==> src/rtl/up_debug_monitor_pkg.sv <==
// Shared types and helpers for the up3 debug monitor.
//   run_state_e : clock-enable FSM states
//   SEG_BLANK   : active-low pattern with every segment off
//   hex_to_seg  : nibble to active-low 7-segment pattern (bit 6 = g .. bit 0 = a)
//   num_pages   : number of three-channel display pages for a channel count
//   page_w      : width of the page register (at least 1 bit)
package up_dbg_pkg;

  typedef enum logic [1:0] {
    HALT  = 2'd0,
    STEP  = 2'd1,
    RUN   = 2'd2,
    BREAK = 2'd3
  } run_state_e;

  localparam logic [6:0] SEG_BLANK = 7'h7F;

  function automatic logic [6:0] hex_to_seg(input logic [3:0] nib);
    logic [6:0] seg;
    case (nib)
      4'h0: seg = 7'h40;
      4'h1: seg = 7'h79;
      4'h2: seg = 7'h24;
      4'h3: seg = 7'h30;
      4'h4: seg = 7'h19;
      4'h5: seg = 7'h12;
      4'h6: seg = 7'h02;
      4'h7: seg = 7'h78;
      4'h8: seg = 7'h00;
      4'h9: seg = 7'h10;
      4'hA: seg = 7'h08;
      4'hB: seg = 7'h03;
      4'hC: seg = 7'h46;
      4'hD: seg = 7'h21;
      4'hE: seg = 7'h06;
      default: seg = 7'h0E;
    endcase
    return seg;
  endfunction

  function automatic int num_pages(input int nch);
    return (nch + 2) / 3;
  endfunction

  function automatic int page_w(input int nch);
    int np;
    np = num_pages(nch);
    return (np > 1) ? $clog2(np) : 1;
  endfunction

endpackage

==> src/rtl/up_debug_monitor_if.sv <==
// Board/core signal bundle of the debug monitor.
//   master : the monitor (reads buttons, probes, pc, flags; drives cpu_en,
//            page, ledr and the six HEX digits)
//   slave  : the board and processor side of the same wires
interface up_debug_monitor_if
  import up_dbg_pkg::*;
#(
  parameter int NUM_CH = 6
);
  localparam int PAGE_W = page_w(NUM_CH);

  logic                  btn_step;
  logic                  btn_run;
  logic                  btn_page;
  logic                  bp_en;
  logic [7:0]            bp_addr;
  logic [7:0]            pc;
  logic [NUM_CH*8-1:0]   probe;
  logic [7:0]            flags;
  logic                  cpu_en;
  logic [PAGE_W-1:0]     page;
  logic [9:0]            ledr;
  logic [6:0]            hex0, hex1, hex2, hex3, hex4, hex5;

  modport master (
    input  btn_step, btn_run, btn_page, bp_en, bp_addr, pc, probe, flags,
    output cpu_en, page, ledr, hex0, hex1, hex2, hex3, hex4, hex5
  );

  modport slave (
    output btn_step, btn_run, btn_page, bp_en, bp_addr, pc, probe, flags,
    input  cpu_en, page, ledr, hex0, hex1, hex2, hex3, hex4, hex5
  );

endinterface

==> src/rtl/up_debug_monitor_btn.sv <==
// Push-button conditioner: 2-flop synchroniser, stability-count debouncer
// and rising-edge pulse.
//   clk, reset : system clock, synchronous active-high reset
//   raw        : asynchronous button input, active-high
//   level      : debounced level
//   pulse      : one-cycle pulse on each debounced rising edge
// A clean raw rise yields the pulse DEB_CYCLES+2 cycles later.
module btn_conditioner #(
  parameter int DEB_CYCLES = 50000
) (
  input  logic clk,
  input  logic reset,
  input  logic raw,
  output logic level,
  output logic pulse
);

  localparam int CNT_W = (DEB_CYCLES > 1) ? $clog2(DEB_CYCLES) : 1;

  logic             sync_p0, sync_p1;
  logic             level_p2, level_d;
  logic [CNT_W-1:0] cnt;

  always_ff @(posedge clk) begin
    if (reset) begin
      sync_p0  <= 1'b0;
      sync_p1  <= 1'b0;
      level_p2 <= 1'b0;
      level_d  <= 1'b0;
      cnt      <= '0;
    end else begin
      // stage p0/p1: metastability synchroniser
      sync_p0 <= raw;
      sync_p1 <= sync_p0;
      // stage p2: accept a new level only after DEB_CYCLES consecutive
      // disagreeing samples; any agreeing sample restarts the count
      level_d <= level_p2;
      if (sync_p1 == level_p2) begin
        cnt <= '0;
      end else if (cnt == CNT_W'(DEB_CYCLES - 1)) begin
        level_p2 <= sync_p1;
        cnt      <= '0;
      end else begin
        cnt <= cnt + 1'b1;
      end
    end
  end

  assign level = level_p2;
  assign pulse = level_p2 & ~level_d;

endmodule

==> src/rtl/up_debug_monitor.sv <==
// Board-level debug monitor for the up3 processor.
//   clk, reset : system clock, synchronous active-high reset
//   bus        : up_debug_monitor_if.master
//     btn_step/btn_run/btn_page : raw buttons
//     bp_en, bp_addr, pc        : breakpoint on PC match at RUN candidates
//     probe, flags              : values shown on HEX digits / LEDs
//     cpu_en                    : registered processor clock enable
//     page                      : current display page
//     ledr                      : {running, bp_hit, flags}
//     hex5..hex0                : left/middle/right channel, active-low
module up_debug_monitor
  import up_dbg_pkg::*;
#(
  parameter int NUM_CH     = 6,
  parameter int DEB_CYCLES = 50000,
  parameter int RUN_DIV    = 1
) (
  input  logic                clk,
  input  logic                reset,
  up_debug_monitor_if.master  bus
);

  localparam int NUM_PAGES = num_pages(NUM_CH);
  localparam int PAGE_W    = page_w(NUM_CH);
  localparam int PRE_W     = (RUN_DIV > 1) ? $clog2(RUN_DIV) : 1;

  logic step_p, run_p, page_p;
  logic lvl_step, lvl_run, lvl_page;
  logic unused_levels;

  btn_conditioner #(.DEB_CYCLES(DEB_CYCLES)) u_step (
    .clk(clk), .reset(reset), .raw(bus.btn_step), .level(lvl_step), .pulse(step_p)
  );
  btn_conditioner #(.DEB_CYCLES(DEB_CYCLES)) u_run (
    .clk(clk), .reset(reset), .raw(bus.btn_run), .level(lvl_run), .pulse(run_p)
  );
  btn_conditioner #(.DEB_CYCLES(DEB_CYCLES)) u_page (
    .clk(clk), .reset(reset), .raw(bus.btn_page), .level(lvl_page), .pulse(page_p)
  );

  assign unused_levels = lvl_step ^ lvl_run ^ lvl_page;

  run_state_e        state, state_nxt;
  logic              cpu_en_q, cpu_en_nxt;
  logic              bp_hit_q, bp_hit_nxt;
  logic              skip_q, skip_nxt;
  logic [PRE_W-1:0]  presc_q, presc_nxt;
  logic [PAGE_W-1:0] page_q;
  logic              cand;

  always_ff @(posedge clk) begin
    if (reset) begin
      state    <= HALT;
      cpu_en_q <= 1'b0;
      bp_hit_q <= 1'b0;
      skip_q   <= 1'b0;
      presc_q  <= '0;
      page_q   <= '0;
    end else begin
      state    <= state_nxt;
      cpu_en_q <= cpu_en_nxt;
      bp_hit_q <= bp_hit_nxt;
      skip_q   <= skip_nxt;
      presc_q  <= presc_nxt;
      if (page_p) begin
        page_q <= (int'(page_q) == NUM_PAGES - 1) ? '0 : page_q + 1'b1;
      end
    end
  end

  // Run pulses are decoded before step pulses, so a coincident step is lost.
  always_comb begin
    state_nxt  = state;
    cpu_en_nxt = 1'b0;
    bp_hit_nxt = bp_hit_q;
    skip_nxt   = skip_q;
    presc_nxt  = presc_q;
    cand       = (presc_q == PRE_W'(RUN_DIV - 1));
    case (state)
      HALT, BREAK: begin
        if (run_p) begin
          state_nxt  = RUN;
          presc_nxt  = '0;
          bp_hit_nxt = 1'b0;
          // leaving a breakpoint: let the core step off the matching PC
          skip_nxt   = (state == BREAK);
        end else if (step_p) begin
          state_nxt  = STEP;
          cpu_en_nxt = 1'b1;
          bp_hit_nxt = 1'b0;
        end
      end
      STEP: begin
        if (run_p) begin
          state_nxt = RUN;
          presc_nxt = '0;
          skip_nxt  = 1'b0;
        end else begin
          state_nxt = HALT;
        end
      end
      RUN: begin
        if (run_p) begin
          state_nxt = HALT;
        end else begin
          presc_nxt = cand ? '0 : presc_q + 1'b1;
          if (cand) begin
            skip_nxt = 1'b0;
            if (bus.bp_en && (bus.pc == bus.bp_addr) && !skip_q) begin
              state_nxt  = BREAK;
              bp_hit_nxt = 1'b1;
            end else begin
              cpu_en_nxt = 1'b1;
            end
          end
        end
      end
      default: state_nxt = HALT;
    endcase
  end

  // Channel selection for the three display slots; slots past NUM_CH blank.
  logic [2:0][7:0] ch_byte;
  logic [2:0]      ch_ok;

  always_comb begin
    ch_byte = '0;
    ch_ok   = '0;
    for (int s = 0; s < 3; s++) begin
      for (int k = 0; k < NUM_CH; k++) begin
        if (int'(page_q) * 3 + s == k) begin
          ch_byte[s] = bus.probe[8*k +: 8];
          ch_ok[s]   = 1'b1;
        end
      end
    end
  end

  assign bus.hex5 = ch_ok[0] ? hex_to_seg(ch_byte[0][7:4]) : SEG_BLANK;
  assign bus.hex4 = ch_ok[0] ? hex_to_seg(ch_byte[0][3:0]) : SEG_BLANK;
  assign bus.hex3 = ch_ok[1] ? hex_to_seg(ch_byte[1][7:4]) : SEG_BLANK;
  assign bus.hex2 = ch_ok[1] ? hex_to_seg(ch_byte[1][3:0]) : SEG_BLANK;
  assign bus.hex1 = ch_ok[2] ? hex_to_seg(ch_byte[2][7:4]) : SEG_BLANK;
  assign bus.hex0 = ch_ok[2] ? hex_to_seg(ch_byte[2][3:0]) : SEG_BLANK;

  assign bus.cpu_en = cpu_en_q;
  assign bus.page   = page_q;
  assign bus.ledr   = {(state == RUN), bp_hit_q, bus.flags};

endmodule
==> src/flat_wrapper.sv <==
// flat-port wrapper written by rule: the top's interface ports become plain ports
module up_debug_monitor_flat import up_dbg_pkg::*;
#(
  parameter int NUM_CH     = 6,
  parameter int DEB_CYCLES = 50000,
  parameter int RUN_DIV    = 1
)
  (clk, reset, bus_btn_step, bus_btn_run, bus_btn_page, bus_bp_en, bus_bp_addr, bus_pc, bus_probe, bus_flags, bus_cpu_en, bus_page, bus_ledr, bus_hex0, bus_hex1, bus_hex2, bus_hex3, bus_hex4, bus_hex5);
  up_debug_monitor_if #(.NUM_CH(NUM_CH)) bus_i ();
  input  logic clk;
  input  logic reset;
  input wire logic [$bits(bus_i.btn_step)-1:0] bus_btn_step;
  input wire logic [$bits(bus_i.btn_run)-1:0] bus_btn_run;
  input wire logic [$bits(bus_i.btn_page)-1:0] bus_btn_page;
  input wire logic [$bits(bus_i.bp_en)-1:0] bus_bp_en;
  input wire logic [$bits(bus_i.bp_addr)-1:0] bus_bp_addr;
  input wire logic [$bits(bus_i.pc)-1:0] bus_pc;
  input wire logic [$bits(bus_i.probe)-1:0] bus_probe;
  input wire logic [$bits(bus_i.flags)-1:0] bus_flags;
  output wire logic [$bits(bus_i.cpu_en)-1:0] bus_cpu_en;
  output wire logic [$bits(bus_i.page)-1:0] bus_page;
  output wire logic [$bits(bus_i.ledr)-1:0] bus_ledr;
  output wire logic [$bits(bus_i.hex0)-1:0] bus_hex0;
  output wire logic [$bits(bus_i.hex1)-1:0] bus_hex1;
  output wire logic [$bits(bus_i.hex2)-1:0] bus_hex2;
  output wire logic [$bits(bus_i.hex3)-1:0] bus_hex3;
  output wire logic [$bits(bus_i.hex4)-1:0] bus_hex4;
  output wire logic [$bits(bus_i.hex5)-1:0] bus_hex5;
  assign bus_i.btn_step = bus_btn_step;
  assign bus_i.btn_run = bus_btn_run;
  assign bus_i.btn_page = bus_btn_page;
  assign bus_i.bp_en = bus_bp_en;
  assign bus_i.bp_addr = bus_bp_addr;
  assign bus_i.pc = bus_pc;
  assign bus_i.probe = bus_probe;
  assign bus_i.flags = bus_flags;
  assign bus_cpu_en = bus_i.cpu_en;
  assign bus_page = bus_i.page;
  assign bus_ledr = bus_i.ledr;
  assign bus_hex0 = bus_i.hex0;
  assign bus_hex1 = bus_i.hex1;
  assign bus_hex2 = bus_i.hex2;
  assign bus_hex3 = bus_i.hex3;
  assign bus_hex4 = bus_i.hex4;
  assign bus_hex5 = bus_i.hex5;
  up_debug_monitor #(.NUM_CH(NUM_CH), .DEB_CYCLES(DEB_CYCLES), .RUN_DIV(RUN_DIV)) u_core (.clk(clk), .reset(reset), .bus(bus_i));
endmodule
==> config.mk <==
export PLATFORM = sky130hd
export DESIGN_NAME = up_debug_monitor_flat
export DESIGN_NICKNAME = d
export VERILOG_FILES = /design/src/rtl/up_debug_monitor_pkg.sv /design/src/rtl/up_debug_monitor_if.sv /design/src/rtl/up_debug_monitor_btn.sv /design/src/rtl/up_debug_monitor.sv /design/src/flat_wrapper.sv
export SDC_FILE = /design/constraint.sdc
export NUM_CORES = 1
export LEC_CHECK = 0
export BUFFER_PORTS_ARGS = -buffer_cell sky130_fd_sc_hd__buf_2
export CAP_MARGIN = 20
export CORE_MARGIN = 5
export CORE_UTILIZATION = 53
export CTS_CLUSTER_DIAMETER = 30
export DETAILED_ROUTE_END_ITERATION = 7
export PLACE_DENSITY_LB_ADDON = 0.3
export SYNTH_ARGS = -nofsm -noshare
export SYNTH_HDL_FRONTEND = slang
export SYNTH_HIERARCHICAL = 1
export SYNTH_SLANG_ARGS = --single-unit
==> constraint.sdc <==
create_clock -name clk -period 3.9 [get_ports clk]
set_input_delay 1.17 -clock clk [delete_from_list [all_inputs] [get_ports clk]]
set_output_delay 1.17 -clock clk [all_outputs]
set_load 0.01 [all_outputs]
==> reports/qor.yml, run 1 <==
floorplanning:
  dieArea_um2: 10900
  die_w_um: 105
  core_area_um2: 8720
  placementRows: 34
  die_height_um: 105
  pin_count: 132
  start_util: 0.543
placed_design:
  gp_congestion: 0.926
  preCtsSetupSlack_ns: 0.182
  dp_hpwl_mm: 8.61
  numPortBuffers: 115
layout:
  drive_above_1_share: 0.262
  final_nets: 784
  num_antenna_cells: 0
  area_growth_pct: 19.8
  finish.utilization: 0.650
route:
  drcViolationCount: 0
  wire_per_inst_um: 14.4
  via_per_inst: 5.55
  vias: 4313
  dr.pass1.iters: 4
  drt_iter0_drc: 177
  routed_wl_mm: 11.2
  drtAntennaViolNets: 0
critical_path:
  critPathSlowestCell: "mux4_2"
  cp_max_fo: 6
  worstSetupPathType: "input port to output pin"
  path_cells: "buf_2 -> mux2i_4 -> inv_1 -> ha_1 -> mux4_2 -> buf_2"
  max_stage_delay_ns: 0.47
  critPathCaptureType: "output pin"
  required_ns: 2.73
  cp_common_cell: "buf_2"
  start_kind: "input port"
  regToRegSetupSlack_ns: 1.97
  arrival_ns: 2.56
cts:
  post_cts_buffers: 0
  cts_tree: "done"
  clockRootBuffer: "clkbuf_8"
  clkSinkCount: 66
  h-tree-depth: 3
  holdBufCountCts: 0
  clk_latency_ns: 0.35
  path_clk_slew_ns: 0.07
  ctsResizeCount: 0
  cts_buffer_depth: 2
  cts_buffers: 9
synth:
  syn-num-nets: 663
  synth_area_leaders: "dfxtp_1 28%, ha_1 11%, xnor2_1 7.2%, nor2_1 6.3%, mux2i_1 4.9%"
  syn_avg_cell_area_um2: 8.72
  netlist_area_um2: 4730
  ys_seq_area_frac: 0.279
  synth_top_area_frac: 0.279
  yosysTopAreaCell: "dfxtp_1"
  synth_cells: 543
  synth_warnings: 6
  synth_cell_types: 55
  synth-seq-cells: 66
power:
  ir_drop_mv: 0.345
  powerDensity_nw_per_um2: 298
  total_power_mw: 1.69
  p_leak_nw: 2.33
flow_run:
  cap_violations: 0
sta:
  fin_crit_sh: 0.957
  worst_slew_pin_slew_ns: 0.489
  fmax_mhz: 268
  fin_crit_ns: 3.73
  finalWorstSetupSlack_ns: 0.169
  fin_skew_ns: 0.0124
  slew_headroom: 0.667
  finalHoldViolCount: 0
  rsz0062_at_grt: "no"
  setup_viol: 0
  slew_violations: 0
  tns_ns: 0
global_route:
  grt_usage: 0.200
  grt_pass1_wl_mm: 18.6
  antenna_found_initial: 0
  grt_pass1_vias: 3995
  grt-ovfl-total: 0
  grt_max_degree: 23
status:
  status: "completed"
min_path:
  worstHoldPathType: "flip-flop to flip-flop"
[state kept, by name, summed over array words and instances (netlist names), 2 cells and up]
register / count
u_core/u_page/cnt: 16
u_core/state: 2
u_core/u_step/cnt: 16
u_core/u_run/cnt: 16
[through the flow]
| stage | hold WS, ns | cells | instance area [µm²] |
|---|---|---|---|
| 6_report | 0.451 | 777 | 5670 |
| 5_1_grt | 0.470 | 777 | 5670 |
| 4_1_cts | 0.460 | 777 | 5670 |
| 3_5_place_dp | 0.436 | 761 | 5420 |
| 3_3_place_gp | 0.422 | 761 | 5420 |
| 2_1_floorplan | 0.414 | 543 | 4730 |
[metal layers]
layer  vias to the layer above  part of all wire  global-route usage
met2                       138              0.49               0.339
met4                         0             0.025              0.0814
li1                       2152                 -                   -
met3                        25             0.062              0.0546
met1                      1998              0.43               0.239
met5                         -                 0                   0
[where the power goes]
part / total (mW) / leakage, nW / switching [mW] / internal (mW)
Sequential: 0.683 / 0.533 / 0.00403 / 0.679
Clock: 0.713 / 0.124 / 0.282 / 0.431
Combinational: 0.295 / 1.68 / 0.160 / 0.135
Total: 1.69 / 2.33 / 0.446 / 1.24
[layout make-up]
| cell class | instances | area [µm²] |
|---|---|---|
| fillers | 734 | 3050 |
| clock inverters | 7 | 125 |
| multi-input cells | 435 | 3180 |
| flip-flops and latches | 66 | 1320 |
| repair buffers | 129 | 693 |
| inverters | 23 | 86.3 |
| clock buffers | 9 | 124 |
| well taps | 108 | 135 |
[placed cells by master (no fill, tap or decap), types with 4 or more instances in the layout]
| cell | instances |
|---|---|
| buf_2 | 115 |
| nor2_1 | 80 |
| dfxtp_1 | 65 |
| ha_1 | 42 |
| nand2_1 | 40 |
| xnor2_1 | 39 |
| mux2i_1 | 23 |
| inv_1 | 22 |
| nand3_1 | 17 |
| nor2b_1 | 17 |
| a21oi_1 | 16 |
| o21ai_0 | 15 |
| nor3_1 | 15 |
| buf_4 | 13 |
| xor2_1 | 12 |
| o22ai_1 | 10 |
| nand4_1 | 10 |
| clkbuf_8 | 9 |
| mux2i_4 | 7 |
| o31ai_1 | 6 |
| nor4bb_1 | 6 |
| nor4_1 | 6 |
| a32o_1 | 5 |
| a211oi_1 | 4 |
| nand2b_1 | 4 |
| mux4_2 | 4 |
| or4_1 | 4 |
[final timing paths]
path | startpoint | endpoint | cells past startpoint
setup / recovery | bus_probe[4] | bus_hex5[3] | 6
hold / removal | u_core/u_step/sync_p0 | u_core/u_step/sync_p1 | 1
setup reg to reg | u_core/u_run/cnt[0] | u_core/u_run/cnt[11] | 5
hold reg to reg | u_core/u_step/sync_p0 | u_core/u_step/sync_p1 | 1
[cell families (layout without fill, tap and decap cells)]
family | after synthesis | after routing | share of synthesized area
flip-flops | 66 | 66 | 0.279
XOR/XNOR | 51 | 51 | 0.0944
adder cells (fa/ha/maj) | 42 | 42 | 0.111
AND/OR/NAND/NOR | 229 | 229 | 0.246
AO/OA/AOI/OAI | 72 | 72 | 0.0999
buffers and inverters | 42 | 168 | 0.0484
multiplexers | 41 | 41 | 0.121
[worst max-delay path: cells and delay by family]
family,cells,cell delay (ns)
adders and majority gates,1,0.25
buffers and inverters,3,0.41
muxes,2,0.72
[cell usage after synthesis, drive strengths merged]
cell,count
nor4,6
nor4bb,6
o31ai,6
or4,4
xnor2,39
mux2,5
o22ai,10
o32ai,3
nand2,43
and4,3
nand3b,1
nand3,17
nor2b,17
o211ai,1
or2,3
a21o,1
o31a,1
and2b,1
nand4,13
nand4b,3
a22o,2
a21boi,1
and2,3
inv,23
or3,3
xor2,12
nor3,15
and3,3
nor3b,1
a211oi,4
o21ai,15
a21oi,16
nor4b,3
a31oi,3
nand2b,4
nor2,80
a32o,5
dfxtp,66
buf,19
a221o,1
mux4,4
ha,42
mux2i,32
o221a,1
a22oi,2
(Power assumes the default switching activity.)
==> run 2: changes to the inputs <==
--- a/config.mk
+++ b/config.mk
@@ -8,7 +8,7 @@
 export BUFFER_PORTS_ARGS = -buffer_cell sky130_fd_sc_hd__buf_2
 export CAP_MARGIN = 20
 export CORE_MARGIN = 5
-export CORE_UTILIZATION = 53
+export CORE_UTILIZATION = 28
 export CTS_CLUSTER_DIAMETER = 30
 export DETAILED_ROUTE_END_ITERATION = 7
 export PLACE_DENSITY_LB_ADDON = 0.3
==> reports/qor.yml, run 2 (synthesized netlist as in run 1, its figures left out) <==
layout:
  finish.utilization: 0.357
  area_growth_pct: 24.9
  final_nets: 789
  finish.instance_area_um2: 5910
  drive_above_1_share: 0.267
  layout_commonest_cell: "buf_2"
  stdcell_count: 894
  final_cell_mix: "115 x buf_2, 80 x nor2_1, 65 x dfxtp_1"
  largestRegisters: "u_core/u_page/cnt (16), u_core/u_run/cnt (16), u_core/u_step/cnt (16)"
  num_antenna_cells: 0
global_route:
  grt_usage: 0.108
  grt_max_degree: 23
  grt-ovfl-total: 0
  antenna_found_initial: 0
  grt_pass1_wl_mm: 18.2
  grt_pass1_vias: 3787
placed_design:
  placedCellCount: 878
  postPlaceCellArea_um2: 5600
  dp_hpwl_mm: 8.57
  gp_congestion: 0.844
  preCtsSetupSlack_ns: 0.161
  numPortBuffers: 115
sta:
  worst_slew_pin_slew_ns: 0.513
  rsz0062_at_grt: "no"
  fin_skew_ns: 0.00966
  fin_crit_ns: 3.73
  finalWorstSetupSlack_ns: 0.166
  slew_violations: 0
  slew_headroom: 0.657
  holdWs_ns: 0.436
  fin_crit_sh: 0.958
  finalHoldViolCount: 0
  setup_viol: 0
  fmax_mhz: 268
  tns_ns: 0
power:
  p_leak_nw: 2.38
  total_power_mw: 1.81
  ir_drop_mv: 0.229
  powerDensity_nw_per_um2: 306
route:
  drcViolationCount: 0
  drt_iter0_drc: 178
  dr.pass1.iters: 5
  routed_wl_mm: 10.9
  vias: 4113
  wire_per_inst_um: 12.2
  via_per_inst: 4.60
  drtAntennaViolNets: 0
min_path:
  worstHoldPathType: "flip-flop to flip-flop"
floorplanning:
  die_height_um: 140
  core_area_um2: 16600
  start_util: 0.285
  die_w_um: 140
  pin_count: 132
  placementRows: 47
  dieArea_um2: 19600
critical_path:
  path_cells: "buf_2 -> mux2i_4 -> inv_1 -> ha_1 -> mux4_2 -> buf_2"
  critPathCaptureType: "output pin"
  cp_common_cell: "buf_2"
  worstSetupPathType: "input port to output pin"
  arrival_ns: 2.56
  crit_family: "multiplexers"
  start_kind: "input port"
  critPathSlowestCell: "mux4_2"
  critPathBufInv: 3
  cp_max_fo: 6
  required_ns: 2.73
  max_stage_delay_ns: 0.46
cts:
  h-tree-depth: 3
  clkSinkCount: 66
  cts_tree: "done"
  ctsResizeCount: 0
  holdBufCountCts: 0
  clk_latency_ns: 0.33
  path_clk_slew_ns: 0.05
  cts_buffer_depth: 2
  post_cts_buffers: 0
  clockRootBuffer: "clkbuf_16"
  cts_buffers: 9
status:
  status: "completed"
flow_run:
  cap_violations: 0
-- run 2: cell count changes in the layout (fill, tap and decap cells not counted), sizes merged --
cell      change
buf           +5
bufinv        -2
clkbuf        +2
clkinvlp      +2
inv           -2
-- run 2: worst reg2reg max path, stage by stage (launching register included) --
cell      delay, ns
dfxtp_1        0.38
ha_1           0.20
nand3_1        0.26
nand4b_1       0.37
nand2_1        0.46
nor2_1         0.10
-- run 2: final timing paths --
path,from,to,slack [ns],depth (start not counted)
worst min-delay path,u_core/u_run/sync_p0,u_core/u_run/sync_p1,0.44,1
worst max register to register,u_core/u_page/cnt[0],u_core/u_page/cnt[5],2.00,5
worst max-delay path,bus_probe[4],bus_hex5[3],0.17,6
worst min register to register,u_core/u_run/sync_p0,u_core/u_run/sync_p1,0.44,1
-- run 2: where the power goes --
part	leakage (nW)	total [mW]	switching, mW	internal [mW]
clock	0.148	0.830	0.299	0.531
combinational	1.70	0.294	0.158	0.136
sequential	0.533	0.684	0.00373	0.680
total	2.38	1.81	0.461	1.35
-- run 2: metal layers --
| metal | global-route usage | vias to the layer above | wire length (µm) |
|---|---|---|---|
| met4 | 0.0199 | 0 | 70 |
| met1 | 0.147 | 1818 | 5250 |
| li1 | - | 2169 | - |
| met2 | 0.173 | 117 | 4860 |
| met5 | 0 | - | 0 |
| met3 | 0.0307 | 9 | 762 |
-- run 2: final cells by class --
cell class	count	area, µm²
clock inverter	5	62.6
fill	1731	10700
inverter	23	86.3
timing repair buffer	134	731
clock buffer	11	253
tap	220	275
multi-input combinational	435	3180
sequential	66	1320
==> run 3: changes to the inputs <==
==> constraint.sdc (replaced) <==
create_clock -name clk -period 3.8 [get_ports clk]
set_input_delay 1.14 -clock clk [delete_from_list [all_inputs] [get_ports clk]]
set_output_delay 1.14 -clock clk [all_outputs]
set_load 0.01 [all_outputs]
==> reports/qor.yml, run 3 (synthesized netlist as in run 1, its figures left out) <==
cts:
  clockRootBuffer: "clkbuf_16"
  h-tree-depth: 3
  holdBufCountCts: 0
  ctsResizeCount: 0
  clk_latency_ns: 0.32
  path_clk_slew_ns: 0.06
  cts_buffers: 9
  post_cts_buffers: 0
  clkSinkCount: 66
  cts_tree: "done"
  cts_buffer_depth: 2
sta:
  setup_viol: 0
  worst_slew_pin_slew_ns: 0.497
  finalHoldViolCount: 0
  fin_crit_sh: 0.968
  fin_crit_ns: 3.68
  fin_skew_ns: 0.00622
  fmax_mhz: 272
  rsz0062_at_grt: "no"
  tns_ns: 0
  slew_headroom: 0.659
  slew_violations: 0
global_route:
  antenna_found_initial: 0
  grt_max_degree: 30
  grt-ovfl-total: 0
  grt_pass1_vias: 3742
  grt_usage: 0.109
  grt_pass1_wl_mm: 18.3
layout:
  largestRegisters: "u_core/u_page/cnt (16), u_core/u_run/cnt (16), u_core/u_step/cnt (16)"
  stdcell_count: 892
  area_growth_pct: 24.9
  drive_above_1_share: 0.265
  num_antenna_cells: 0
  final_nets: 787
  final_cell_mix: "115 x buf_2, 80 x nor2_1, 65 x dfxtp_1"
  fillCellCount: 1738
  layout_commonest_cell: "buf_2"
status:
  status: "completed"
critical_path:
  cp_max_fo: 6
  critPathSlowestCell: "mux4_2"
  cp_common_cell: "buf_2"
  max_stage_delay_ns: 0.46
  path_cells: "buf_2 -> mux2i_4 -> inv_1 -> ha_1 -> mux4_2 -> buf_2"
  critPathCaptureType: "output pin"
  worstSetupPathType: "input port to output pin"
  arrival_ns: 2.54
  required_ns: 2.66
  crit_family: "multiplexers"
  start_kind: "input port"
  critPathBufInv: 3
floorplanning:
  pin_count: 132
  placementRows: 47
  die_w_um: 140
  die_height_um: 140
  start_util: 0.285
  dieArea_um2: 19600
  core_area_um2: 16600
route:
  routed_wl_mm: 10.9
  wire_per_inst_um: 12.2
  drtAntennaViolNets: 0
  via_per_inst: 4.63
  drt_iter0_drc: 160
  drcViolationCount: 0
  vias: 4128
  dr.pass1.iters: 4
power:
  ir_drop_mv: 0.276
  powerDensity_nw_per_um2: 322
  total_power_mw: 1.90
  p_leak_nw: 2.38
placed_design:
  numPortBuffers: 115
  dp_hpwl_mm: 8.56
  placedCellCount: 876
  gp_congestion: 0.838
min_path:
  worstHoldPathType: "flip-flop to flip-flop"
flow_run:
  cap_violations: 0
==> run 3: cell types whose count changed in the layout (fill, tap and decap cells not counted) <==
cell,delta
bufinv_16,+1
buf_4,-2
clkinv_4,-2
clkinv_2,+1
clkbuf_8,-1
inv_6,+1
==> run 3: final timing paths <==
check                                      startpoint               endpoint  slack [ns]  cells past startpoint
worst max-delay path                     bus_probe[4]            bus_hex5[3]        0.12                      6
worst min-delay path            u_core/u_step/sync_p0  u_core/u_step/sync_p1        0.44                      1
worst max register to register   u_core/u_step/cnt[0]   u_core/u_step/cnt[3]        1.94                      5
worst min register to register  u_core/u_step/sync_p0  u_core/u_step/sync_p1        0.44                      1
==> run 3: per-stage QoR <==
stage | util | hold slack [ns] | worst slack [ns] | cell area [µm²]
floorplan | - | 0.414 | 0.294 | 4730
global placement | 0.337 | 0.419 | 0.175 | 5580
detailed placement | 0.337 | 0.423 | 0.133 | 5580
CTS | 0.356 | 0.437 | 0.136 | 5910
global route | 0.356 | 0.461 | 0.0403 | 5910
finish | 0.356 | 0.437 | 0.121 | 5910
==> run 3: layout make-up <==
class                      instances  area, µm²  area share
inverter                          23       86.3      0.0146
sequential                        66       1320       0.224
timing repair buffer             132        716       0.121
clock buffer                      10        239      0.0404
clock inverter                     6       88.8      0.0150
multi-input combinational        435       3180       0.539
tap                              220        275      0.0466
==> run 3: worst reg2reg max path, stage by stage, from the launching register on <==
cell and delay [ns]:
dfxtp_1 0.38, ha_1 0.21, nand3_1 0.25, nand4b_1 0.35, nand2_1 0.44, nor2_1 0.10
==> run 3: layer usage <==
metal | up-vias | global-route usage | wire, µm
met5 | - | 0 | 0
met1 | 1839 | 0.149 | 5240
met4 | 0 | 0.0173 | 85
met2 | 120 | 0.171 | 4800
li1 | 2161 | - | -
met3 | 8 | 0.0351 | 740
==> run 3: power breakdown <==
part           internal [mW]  switching (mW)
logic                  0.140           0.163
registers              0.698         0.00394
clock network          0.593           0.303
total                   1.43           0.470
